`src/rtl/byte_logic_pkg.sv`:
```
// Shared definitions for the byte logic BIST: op encodings, LFSR taps,
// FSM states and the golden model used to judge the unit under test.
package byte_logic_pkg;

   localparam logic [1:0] OP_AND = 2'b00;
   localparam logic [1:0] OP_XOR = 2'b01;
   localparam logic [1:0] OP_BUF = 2'b10;
   localparam logic [1:0] OP_OR  = 2'b11;

   // Taps for x^8+x^6+x^5+x^4+1 as bit positions 7,5,4,3 of the shift register
   localparam logic [7:0] LFSR_TAPS = 8'hB8;

   typedef enum logic [1:0] {
      ST_IDLE  = 2'd0,
      ST_CHECK = 2'd1,
      ST_DONE  = 2'd2
   } bist_state_e;

   function automatic logic [7:0] lfsr8_next(input logic [7:0] q);
      return {q[6:0], ^(q & LFSR_TAPS)};
   endfunction

   function automatic logic [7:0] byte_logic_ref(input logic [1:0] op,
                                                 input logic [7:0] a,
                                                 input logic [7:0] b);
      logic [7:0] r;
      case (op)
         OP_AND:  r = a & b;
         OP_XOR:  r = a ^ b;
         OP_BUF:  r = a;
         OP_OR:   r = a | b;
         default: r = 8'h00;
      endcase
      return r;
   endfunction

endpackage

```
`src/rtl/byte_lfsr.sv`:
```
// 8-bit Fibonacci LFSR operand generator with seed load and step enable.
module byte_lfsr
   import byte_logic_pkg::*;
#(
   parameter int               WIDTH = 8,
   parameter logic [WIDTH-1:0] SEED  = 8'h01
) (
   input  logic             clk,
   input  logic             rst_n,
   input  logic             load,
   input  logic             en,
   output logic [WIDTH-1:0] q
);

   logic [WIDTH-1:0] q_q;
   logic [WIDTH-1:0] q_d;

   // Next-state selection: seed load wins over stepping
   always_comb begin
      q_d = q_q;
      if (load) begin
         q_d = SEED;
      end else if (en) begin
         q_d = lfsr8_next(q_q);
      end else begin
         q_d = q_q;
      end
   end

   // State register; reset clears to zero so the operand outputs read 0 in reset
   always_ff @(posedge clk) begin
      if (!rst_n) begin
         q_q <= {WIDTH{1'b0}};
      end else begin
         q_q <= q_d;
      end
   end

   assign q = q_q;

endmodule

```
`src/rtl/byte_logic_bist.sv`:
```
// Self-test sequencer for byte-wide logic units: drives LFSR operands, compares
// the unit's result to the golden model and records the first failing vector.
module byte_logic_bist
   import byte_logic_pkg::*;
#(
   parameter int               WIDTH       = 8,
   parameter int               NUM_VECTORS = 256,
   parameter logic [WIDTH-1:0] SEED_A      = 8'h0F,
   parameter logic [WIDTH-1:0] SEED_B      = 8'h0A
) (
   input  logic             clk,
   input  logic             rst_n,
   input  logic             start,
   input  logic [1:0]       op_sel,
   output logic [WIDTH-1:0] dut_a,
   output logic [WIDTH-1:0] dut_b,
   input  logic [WIDTH-1:0] dut_o,
   output logic             busy,
   output logic             done,
   output logic             pass,
   output logic [7:0]       err_count,
   output logic [WIDTH-1:0] fail_a,
   output logic [WIDTH-1:0] fail_b,
   output logic [WIDTH-1:0] fail_o
);

   localparam logic [15:0] LAST_VEC = 16'(NUM_VECTORS - 1);

   bist_state_e      state_q, state_d;
   logic [1:0]       op_q, op_d;
   logic [15:0]      vec_cnt_q, vec_cnt_d;
   logic [7:0]       err_q, err_d;
   logic [WIDTH-1:0] fail_a_q, fail_a_d;
   logic [WIDTH-1:0] fail_b_q, fail_b_d;
   logic [WIDTH-1:0] fail_o_q, fail_o_d;
   logic             busy_q, busy_d;
   logic             done_q, done_d;
   logic             load_s;
   logic             en_s;
   logic             mismatch_s;
   logic             last_s;

   byte_lfsr #(.WIDTH(WIDTH), .SEED(SEED_A)) u_lfsr_a (
      .clk   (clk),
      .rst_n (rst_n),
      .load  (load_s),
      .en    (en_s),
      .q     (dut_a)
   );

   byte_lfsr #(.WIDTH(WIDTH), .SEED(SEED_B)) u_lfsr_b (
      .clk   (clk),
      .rst_n (rst_n),
      .load  (load_s),
      .en    (en_s),
      .q     (dut_b)
   );

   // Sequencer next-state, compare and first-failure capture
   always_comb begin
      state_d    = state_q;
      op_d       = op_q;
      vec_cnt_d  = vec_cnt_q;
      err_d      = err_q;
      fail_a_d   = fail_a_q;
      fail_b_d   = fail_b_q;
      fail_o_d   = fail_o_q;
      busy_d     = busy_q;
      done_d     = done_q;
      load_s     = 1'b0;
      en_s       = 1'b0;
      mismatch_s = (dut_o != byte_logic_ref(op_q, dut_a, dut_b));
      last_s     = (vec_cnt_q == LAST_VEC);
      case (state_q)
         ST_IDLE, ST_DONE: begin
            if (start) begin
               load_s    = 1'b1;
               op_d      = op_sel;
               vec_cnt_d = 16'd0;
               err_d     = 8'h00;
               fail_a_d  = {WIDTH{1'b0}};
               fail_b_d  = {WIDTH{1'b0}};
               fail_o_d  = {WIDTH{1'b0}};
               busy_d    = 1'b1;
               done_d    = 1'b0;
               state_d   = ST_CHECK;
            end else begin
               state_d = state_q;
            end
         end
         ST_CHECK: begin
            if (mismatch_s) begin
               if (err_q == 8'h00) begin
                  fail_a_d = dut_a;
                  fail_b_d = dut_b;
                  fail_o_d = dut_o;
               end else begin
                  fail_a_d = fail_a_q;
               end
               err_d = (err_q == 8'hFF) ? 8'hFF : (err_q + 8'd1);
            end else begin
               err_d = err_q;
            end
            // Operands stop stepping on the last vector so they remain visible after the run
            if (last_s) begin
               state_d = ST_DONE;
               busy_d  = 1'b0;
               done_d  = 1'b1;
            end else begin
               en_s      = 1'b1;
               vec_cnt_d = vec_cnt_q + 16'd1;
            end
         end
         default: begin
            state_d = ST_IDLE;
            busy_d  = 1'b0;
            done_d  = 1'b0;
         end
      endcase
   end

   // FSM and result registers with synchronous active-low reset
   always_ff @(posedge clk) begin
      if (!rst_n) begin
         state_q   <= ST_IDLE;
         op_q      <= 2'b00;
         vec_cnt_q <= 16'd0;
         err_q     <= 8'h00;
         fail_a_q  <= {WIDTH{1'b0}};
         fail_b_q  <= {WIDTH{1'b0}};
         fail_o_q  <= {WIDTH{1'b0}};
         busy_q    <= 1'b0;
         done_q    <= 1'b0;
      end else begin
         state_q   <= state_d;
         op_q      <= op_d;
         vec_cnt_q <= vec_cnt_d;
         err_q     <= err_d;
         fail_a_q  <= fail_a_d;
         fail_b_q  <= fail_b_d;
         fail_o_q  <= fail_o_d;
         busy_q    <= busy_d;
         done_q    <= done_d;
      end
   end

   assign busy      = busy_q;
   assign done      = done_q;
   assign pass      = done_q && (err_q == 8'h00);
   assign err_count = err_q;
   assign fail_a    = fail_a_q;
   assign fail_b    = fail_b_q;
   assign fail_o    = fail_o_q;

endmodule

```
`config.mk`:
```
export PLATFORM = sky130hd
export DESIGN_NAME = byte_logic_bist
export DESIGN_NICKNAME = d
export VERILOG_FILES = /design/src/rtl/byte_logic_pkg.sv /design/src/rtl/byte_lfsr.sv /design/src/rtl/byte_logic_bist.sv
export SDC_FILE = /design/constraint.sdc
export NUM_CORES = 1
export LEC_CHECK = 0
export ABC_AREA = 1
export ABC_CLOCK_PERIOD_IN_PS = 3200
export CORE_MARGIN = 8
export CORE_UTILIZATION = 58
export DETAILED_ROUTE_END_ITERATION = 8
export GPL_ROUTABILITY_DRIVEN = 0
export PLACE_DENSITY_LB_ADDON = 0.25
export SYNTH_ARGS = -nofsm -noshare
export SYNTH_HDL_FRONTEND = slang
export SYNTH_HIERARCHICAL = 1
export SYNTH_SLANG_ARGS = --single-unit
```
`constraint.sdc`:
```
create_clock -name clk -period 3.2 [get_ports clk]
set_input_delay 0.64 -clock clk [delete_from_list [all_inputs] [get_ports clk]]
set_output_delay 0.64 -clock clk [all_outputs]
set_load 0.1 [all_outputs]
```
* After elaboration in Yosys (flattened, before gate mapping)
Index checks and enable logic that the tools add are counted.
** Storage, ports and cells
- Register bits :: 70
- Input bits :: 13
- Output and inout bits :: 51
- Logic and storage cells :: 81
** Cells by class
- Add/sub/neg operators :: 2
- Equality and inequality tests :: 13
- Mux-type cells :: 34
- Bitwise logic cells :: 4
- Reductions and logical operators :: 15
** Operator list (number)
- 8-bit 2-to-1 mux :: 9
- 8-bit case mux with 2 select lines :: 4
- 16-bit 2-to-1 mux :: 2
- 16-bit case mux with 2 select lines :: 1
- 8-bit case mux with 4 select lines :: 1
- 16-bit by 1-bit adder with 16-bit output, second input constant :: 1
- 16-bit by 8-bit equality test with 1-bit output, second input constant :: 1
- 4-bit 2-to-1 mux :: 4
- 8-bit parity :: 2
- 2-bit inequality test, second input constant :: 5
- 8-bit by 1-bit adder with 8-bit output, second input constant :: 1
- 8-bit bitwise AND :: 1
- 8-bit equality test, second input constant :: 1
- 8-bit zero test :: 1
- 1-bit 2-to-1 mux :: 8
- 8-bit inequality test :: 1
- 8-bit bitwise OR :: 1
- 8-bit XOR :: 1
- 2-bit equality test, second input constant :: 3
- 3-bit AND reduction :: 2
- 2-bit by 1-bit equality test with 1-bit output, second input constant :: 2
- 2-bit zero test :: 2
- 2-bit 2-to-1 mux :: 2
- 1-bit case mux with 2 select lines :: 2
- other kinds (7) :: 10

* Depth between registers and ports, before layout
- Word-level depth :: 5
- Mapped depth :: 18
- Mapped depth without buffers :: 17

* Hierarchy
Netlist, hierarchy kept.
** By module, submodules not included
- byte_logic_bist :: instances 1, cells each 520, area an instance 3333.2 um^2
- byte_lfsr (u_lfsr_b) :: instances 1, cells each 53, area an instance 374.1 um^2
- byte_lfsr (u_lfsr_a) :: instances 1, cells each 49, area an instance 357.8 um^2

* Worst setup path after synthesis
OpenSTA, ideal clock, no wires.
- Path type :: register -> output
- Start point :: reg done_q, in the netlist done
- End point :: out pass
- Data arrival time :: 3.190 ns
- Setup slack :: -0.630 ns
- Stages on the path, launching flop included :: 3
- Path buffers :: 0
- Cells stage by stage :: dfxtp_1 > inv_1 > nor3_1
** Between the ends
- Longest elaborated chain between the ends :: 1
** RTL lines
- from (decl) :: line byte_logic_bist.sv:37 : logic done_q, done_d;
- from (signal assigned) :: line byte_logic_bist.sv:143 : done_q <= done_d;
- 1-bit logical AND :: line byte_logic_bist.sv:149 : assign pass = done_q && (err_q == 8'h00);
- to (decl) :: line byte_logic_bist.sv:20 : output logic pass,
Every way passes these cells.

* Worst setup path after layout
- Start point :: reg u_lfsr_a.q_q[7], in the netlist u_lfsr_a/q[7]
- End point :: reg fail_a_q[5], in the netlist fail_a[5]
** Between the ends
- Longest elaborated chain between the ends :: 5
- Elaborated cells on any way between the ends :: 7
- Classes of those cells :: eq/ne: 2; mux: 1; bitwise: 3; reduce/logical: 1
** RTL lines
- from (decl) :: line byte_lfsr.sv:15 : logic [WIDTH-1:0] q_q;
- from (signal assigned) :: line byte_lfsr.sv:33 : q_q <= {WIDTH{1'b0}};
- from (signal assigned) :: line byte_lfsr.sv:35 : q_q <= q_d;
- 8-bit bitwise OR, or another cell as far along :: line byte_logic_pkg.sv:31 : OP_OR: r = a | b;
- 8-bit case mux with 4 select lines (*) :: line byte_logic_pkg.sv:27 : case (op)
- 8-bit inequality test (*) :: line byte_logic_bist.sv:72 : mismatch_s = (dut_o != byte_logic_ref(op_q, dut_a, dut_b));
- 2-bit inequality test (no source line) (*)
- 4-bit AND reduction (no source line) (*)
- to (signal assigned) :: line byte_logic_bist.sv:129 : fail_a_q <= {WIDTH{1'b0}};
- to (signal assigned) :: line byte_logic_bist.sv:139 : fail_a_q <= fail_a_d;
- to (decl) :: line byte_logic_bist.sv:33 : logic [WIDTH-1:0] fail_a_q, fail_a_d;
Every way passes the cells marked *; elsewhere a longest branch is shown, timed or not.
A chain may end at the register's enable or synchronous reset.

==> flow_summary.toml <==
[grt]
overflow = 0
grt_pass1_vias = 3934
antenna_found_initial = 0
grt_max_degree = 44
grt_pass1_wl_um = 18000
grt_usage_pct = 21.7

[synthesis]
async_flop_share_pct = 0
yosysSeqAreaShare_pct = 34.0
synth_top_family_by_area = "simple AND/OR/NAND/NOR gates"
synthXorXnorAreaFrac_pct = 0.862
synth-edff-count = 0
synthesis.nets = 654
synth_area_um2 = 4070
avgSynthCellArea_um2 = 6.54
synth-seq-cells = 69
synth_ff_type = "dfxtp_1"
yosys.area.top_type = "dfxtp_1"
synthSimpleGateAreaFrac_pct = 36.1
synth_compound_area_share_pct = 12.4
synthDistinctLibCells = 38
yosysWarnings = 6
synth_fa_ha_area_share_pct = 5.85
synth_top_cell_area_share_pct = 34.0
netlist_top_cells_area = "dfxtp_1, nand2_1, nor2_1, a21oi_1, inv_1"
synthCells = 622
synth.mux.area_fraction_pct = 0

[cells_and_area]
syn_to_final_growth_pct = 19.3
diodes = 0
layout_commonest_cell = "nand2_1"
layout_common_cells = "nand2_1, nor2_1, inv_1, dfxtp_1, a21oi_1"
num-nets-final = 712
final_area_um2 = 4850
drive_above_1_share_pct = 13.6

[timing]
rsz0062_at_grt = "no"
slew_viol_final = 0
skew_ns = 0.0166
fin_setup_tns_ns = 0
final-setup-viol-count = 0
setup_slack_ns = 0.713
maxSlewHeadroom_pct = 48.7
tightestPinTransition_ns = 0.768
min_period_over_period_pct = 77.7
min_period_ns = 2.49
fmax_mhz = 402
hold_violations = 0

[die]
core_area_um2 = 6790
start_util_pct = 59.8
fp.dieH_um = 99.7
io_pins = 64
dieArea_um2 = 9940
fp.dieW_um = 99.7
std_cell_rows = 30

[cts]
cts_htree_levels = 3
clk_pin_slew_worst_paths_ns = 0.08
cts_resized = 0
postCtsSetupBuffers = 0
clock_latency_ns = 0.36
clock_path_buffers = 2
clkSinkCount = 69
hold_buffers = 0
root_buffer = "clkbuf_8"
cts_buffers = 9
tritoncts = "yes"

[drt]
drt_first_pass_iters = 4
wl_um = 10500
ant_nets = 0
drcViolationCount = 0
vias_per_cell = 5.33
drt_iter0_markers = 264
avgRoutedWirePerCell_um = 13.4
num_vias = 4160

[setup_path]
r2r_slack_ns = 0.71
cp-end-kind = "flip-flop"
critPathKind = "reg2reg"
critPathMaxFanout = 39
cp-start-kind = "flip-flop"
crit_required_ns = 3.45
cp_data_arrival_time_ns = 2.74

[job]
max-cap-violations = 0

[power]
irDropWorstVdd_v = 0.000408
total_power_w = 0.00274
p_per_area_nw_per_um2 = 565
power_leakage_nw = 2.29

[status]
outcome = "finished, final reports clean"

[min_path]
hold_class = "reg2reg"

[placed_design]
dp_hpwl_um = 7540
port_buffers = 63
dpl_cell_area_um2 = 4620
place_ws_ns = 0.664
-- report_power, final --
group | switching [W] | total (W) | leakage, nW | internal (W)
logic | 0.000700 | 0.000929 | 1.60 | 0.000229
clock network | 0.000345 | 0.000828 | 0.120 | 0.000483
registers | 0.0000647 | 0.000986 | 0.566 | 0.000921
-- synth_stat cells, types with 3 or more instances --
| cell | number |
|---|---|
| nand2_1 | 146 |
| o21ai_0 | 21 |
| nor3_1 | 11 |
| or2_0 | 4 |
| nand3_1 | 42 |
| or2_2 | 3 |
| dfxtp_1 | 69 |
| or2_1 | 6 |
| ha_1 | 19 |
| a21oi_1 | 58 |
| inv_1 | 75 |
| inv_2 | 5 |
| buf_2 | 6 |
| buf_6 | 4 |
| clkbuf_1 | 11 |
| nor4_1 | 3 |
| nand4_1 | 4 |
| xor2_1 | 3 |
| nand3b_1 | 20 |
| nor2_1 | 83 |
| o21ai_1 | 5 |
-- routing by layer --
layer | up-vias | GRT usage, % | part of all wire, %
met1 | 1889 | 26.7 | 44
met4 | 0 | 7.45 | 1.3
met3 | 14 | 5.10 | 7.2
met2 | 158 | 35.8 | 47
met5 | - | 0 | 0
li1 | 2099 | - | -
-- flip-flops by register name (all words and copies together), names as in the netlist --
name	cells
busy	1
done	1
err_count	8
fail_a	8
fail_b	8
fail_o	8
op_q	2
state_q	1
u_lfsr_a/q	8
u_lfsr_b/q	8
vec_cnt_q	16
-- critical path, stage by stage, from the launching register on --
cell     delay, ns
dfxtp_1       0.50
inv_1         0.10
ha_1          0.31
o21ai_1       0.15
nand3_1       0.11
nand2_1       0.08
nand2_1       0.05
nand2_1       0.05
nand3_1       0.06
nor2_1        0.14
nand2_1       0.10
nand2_1       0.06
buf_4         0.36
nand2_4       0.14
nor2_1        0.13
nor2_1        0.05
-- worst paths after layout --
kind	from	endpoint	cells past startpoint
hold reg to reg	vec_cnt_q[4]	vec_cnt_q[4]	2
setup reg to reg	u_lfsr_a/q[7]	fail_a[5]	15
setup / recovery	u_lfsr_a/q[7]	fail_a[5]	15
hold / removal	vec_cnt_q[4]	vec_cnt_q[4]	2
-- per-stage QoR --
stage	utilization (%)	cells	hold slack, ns
2_1_floorplan	-	622	0.424
3_3_place_gp	68.0	765	0.432
3_5_place_dp	68.0	765	0.447
4_1_cts	71.4	781	0.457
5_1_grt	71.4	781	0.488
6_report	71.4	781	0.451
-- logic make-up (layout without fill, tap and decap cells) --
group	Yosys count	in the layout
AOI/OAI and AO/OA	95	95
and+or+nand+nor	330	330
xor gates and xnor gates	4	4
buffers and inverters	105	168
DFF	69	69
adders and majority gates	19	19
-- final cells by class --
| cell class | count | area (um2) |
|---|---|---|
| clock buffer | 11 | 151 |
| clock inverter | 5 | 82.6 |
| fill | 588 | 1940 |
| inverter | 83 | 317 |
| multi-input combinational | 448 | 2250 |
| sequential | 69 | 1380 |
| tap | 96 | 120 |
| timing repair buffer | 69 | 548 |
(Power assumes the default switching activity.)
==> variant 1 (same settings) <==
The 3 states of `bist_state_e` get a one-hot encoding in 3 bits.
--- a/src/rtl/byte_logic_pkg.sv
+++ b/src/rtl/byte_logic_pkg.sv
@@ -10,10 +10,10 @@
    // Taps for x^8+x^6+x^5+x^4+1 as bit positions 7,5,4,3 of the shift register
    localparam logic [7:0] LFSR_TAPS = 8'hB8;
 
-   typedef enum logic [1:0] {
-      ST_IDLE  = 2'd0,
-      ST_CHECK = 2'd1,
-      ST_DONE  = 2'd2
+   typedef enum logic [2:0] {
+      ST_IDLE  = 3'b001,
+      ST_CHECK = 3'b010,
+      ST_DONE  = 3'b100
    } bist_state_e;
 
    function automatic logic [7:0] lfsr8_next(input logic [7:0] q);
Formal check against the unedited RTL: no difference found for any inputs over 10 cycles, from zero or initial values and one cycle with rst_n low; not proved beyond that.
==> variant 1 against the original RTL <==
  * Synthesized cell count increased by 9.6%
  * Final area increased by 4.3%
  * Clock power decreased by 11%
  * Wire length increased by 5.8%
  * Setup slack got worse by 0.048 ns
  * Sequential share of layout area decreased by 0.79 points
  * Non-clock buffer count increased by 2
  * Sequential cell count increased by 1
  * Synthesized area increased by 5.3%
  * Sequential power increased by 13%
  * Cell count increased by 9.0%
  * Total power increased by 33%
  * Fmax decreased by 1.9%
  * Largest power group is now combinational logic
==> variant 1: results (changes against the original RTL) <==
Synth Instances=682 (was 622); CP max stage delay=0.56 ns (was 0.50 ns); VDD IR max=0.000345 V (was 0.000408 V); largest net degree at the start of global routing=28 (was 44); R2R cell count=14 (was 15); dpl cells=835 (was 765); sequential-to-total area share from yosys stat=32.7% (was 34.0%); GRT met1 Usage=26.7% (about the same); Arr. time, crit path=2.82 ns (was 2.74 ns); worst r2r src=u_lfsr_a/q[4] (was u_lfsr_a/q[7]); vias in the first global route=3,957 (was 3,934); internal power=1800 uW (was 1630 uW); FF-to-FF End=fail_b[4] (was fail_a[5]); synthesized net count=714 (was 654); skew final=0.0143 ns (was 0.0166 ns); Fin Hold WS=0.454 ns (was 0.451 ns); Area contributors post-synth=dfxtp_1 (33%), nand2_1 (17%), inv_1 (11%), ha_1 (5.6%), nor2_1 (5.4%) (was dfxtp_1 (34%), nand2_1 (13%), nor2_1 (7.7%), a21oi_1 (7.1%), inv_1 (6.9%)); Leak=0.00248 uW (was 0.00229 uW); nets=779 (was 712); wl on met1=4900 um (was 4660 um); met2 Resource Use GR=34.5% (was 35.8%); Place WS=0.739 ns (was 0.664 ns); met3 wire len=858 um (was 756 um); GR Util met3=4.70% (was 5.10%); measured slew at the worst slew-check pin=0.969 ns (was 0.768 ns); routed wl met2=5060 um (was 4940 um); status=finished, final reports clean (unchanged)
==> variant 1: layout make-up <==
cell class                 count  area (um2)
tap                           99         124
clock buffer                  13         159
inverter                     143         542
clock inverter                 3        42.5
timing repair buffer          71         563
sequential                    70        1400
fill                         631        2150
multi-input combinational    452        2230
==> variant 1: worst max path at each step <==
stage / slack (ns) / start / cells past startpoint / endpoint
finish: 0.66 / u_lfsr_a/q[4] / 14 / fail_b[4]
global placement: 0.78 / dut_o[5] / 12 / fail_a[1]
detailed placement: 0.74 / dut_o[5] / 12 / fail_o[7]
CTS: 0.73 / u_lfsr_b/q[3] / 15 / fail_b[0]
global route: 0.45 / u_lfsr_a/q[7] / 14 / fail_b[4]
floorplan: 0.19 / err_count[0] / 4 / pass
==> variant 1: logic make-up after synthesis <==
kind of cell	after synthesis	share of synthesized area [%]
fa+ha+maj	19	5.56
xor+xnor	5	1.02
compound gates	78	9.80
flops	70	32.7
buf+inv	160	15.3
simple gates	350	35.6
==> variant 2 (same settings) <==
Made on the original files. `NUM_VECTORS`: 256 -> 192.
--- a/src/rtl/byte_logic_bist.sv
+++ b/src/rtl/byte_logic_bist.sv
@@ -4,7 +4,7 @@
    import byte_logic_pkg::*;
 #(
    parameter int               WIDTH       = 8,
-   parameter int               NUM_VECTORS = 256,
+   parameter int               NUM_VECTORS = 192,
    parameter logic [WIDTH-1:0] SEED_A      = 8'h0F,
    parameter logic [WIDTH-1:0] SEED_B      = 8'h0A
 ) (
Function: same outputs for any inputs over 10 cycles, from zero or initial values and one cycle with rst_n low; that may be too few to reach the edited logic, so the function may still have changed.
==> variant 2 against the original RTL <==
  * Fmax is 5.5% lower
  * Final area is 3.5% higher
  * Setup slack worse by 0.14 ns
  * Sequential cell count stayed put
  * Wire length is 2.5% higher
  * Cell count is 2.0% higher
  * Synthesized area is 6.5% higher
  * Via count is 2.7% higher
  * Total power is 7.2% lower
  * First-iteration DRC count is 13% higher
  * Combinational power is 7.6% lower
==> variant 2: results (changes against the original RTL) <==
Filler cells=638 (was 588); Synth Instances=638 (was 622); largest net degree at the start of global routing=33 (was 44); vias in the first global route=3,904 (was 3,934); Synth Area in Compound Gates=10.0% (was 12.4%); dpl cells=781 (was 765); CP max stage delay=0.49 ns; Routed WL=10,800 um (was 10,500 um); hpwl dp=7920 um (was 7540 um); measured slew at the worst slew-check pin=0.799 ns (was 0.768 ns); # diodes=0 (unchanged); Resized Gates After CTS=0 (unchanged); worst min-delay path class=flop to flop (unchanged); Arr. time, crit path=1.99 ns (was 2.74 ns); synthesized net count=670 (was 654); Area contributors post-synth=dfxtp_1 (32%), nand2_1 (14%), inv_1 (6.8%), ha_1 (5.5%), nor2_1 (4.7%) (was dfxtp_1 (34%), nand2_1 (13%), nor2_1 (7.7%), a21oi_1 (7.1%), inv_1 (6.9%)); CTS clk-pin slew, worst paths=0.07 ns; Leak=0.00228 uW (was 0.00229 uW); GRT Overall Usage=21.0% (was 21.7%); internal power=1500 uW (was 1630 uW); initial drt markers=298 (was 264); antenna violations before repair=0 (unchanged); top cells by count, synth=nand2_1 (164), inv_1 (79), dfxtp_1 (69) (was nand2_1 (146), nor2_1 (83), inv_1 (75)); wl on met1=4820 um (was 4660 um); GRT met1 Usage=25.2% (was 26.7%); met3 wire len=703 um (was 756 um); adder-cell area share of the yosys netlist=5.49% (was 5.85%); Slowest cell on crit path=nor4_1 (was dfxtp_1); clock network power share=27.6% (was 30.2%); Worst Path Max Fanout=5 (was 39); Area after DPL=4830 um2 (was 4620 um2); sequential-to-total area share from yosys stat=31.9% (was 34.0%); post-route design area=5020 um2 (was 4850 um2); layout cells sized above 1=18.9% (was 13.6%); status=finished, final reports clean (unchanged); DR vias/cell=5.36 (was 5.33); H-tree Lvls=3 (unchanged); total negative slack=0 ns (unchanged); skew final=0.0115 ns (was 0.0166 ns); routed wl met2=5140 um (was 4940 um); Wirelength per Cell=13.5 um (was 13.4 um); VDD IR max=0.000229 V (was 0.000408 V); nets=725 (was 712); CTS Buffer Depth=2 (unchanged); postcts setup bufs=0 (unchanged); XOR/XNOR share of the synthesized area=1.62% (was 0.862%); Place WS=0.703 ns (was 0.664 ns); Total Power=2550 uW (was 2740 uW); largest reg by FF count=vec_cnt_q (unchanged); first-pass GRT wire length=17,700 um (was 18,000 um); Cell variety after synth=47 (was 38); root buffer cell=clkbuf_8 (unchanged); met2 Resource Use GR=35.9% (was 35.8%); combinational share of power=33.7% (was 33.9%); GR Util met3=4.84% (was 5.10%)
[variant 2: cell count changes in the layout (fill, tap and decap cells not counted), sizes merged, moves of 2 or more]
cell    before  now
inv         82   87
o21ai       27   25
nor2        86   84
nand3       42   45
a21oi       58   36
a31oi        2    4
xor2         3    7
nand2      150  174
or2         13    4
nand3b      20    1
buf         57   55
nand4        4   30
[variant 2: cell type report]
| class | instances | share of cell area (%) |
|---|---|---|
| Clock buffer | 12 | 2.89 |
| Tap cell | 99 | 2.47 |
| Inverter | 88 | 6.78 |
| Sequential cell | 69 | 27.5 |
| Clock inverter | 4 | 0.947 |
| Timing Repair Buffer | 67 | 10.6 |
| Multi-Input combinational cell | 458 | 48.8 |
[variant 2: worst paths after layout]
kind                               startpoint         to  slack (ns)  depth (start not counted)
worst max-delay path             err_count[0]       pass        0.57                          6
worst min-delay path                fail_o[1]  fail_o[1]        0.49                          2
worst max register to register  u_lfsr_a/q[5]  fail_o[0]        0.84                         15
worst min register to register      fail_o[1]  fail_o[1]        0.49                          2
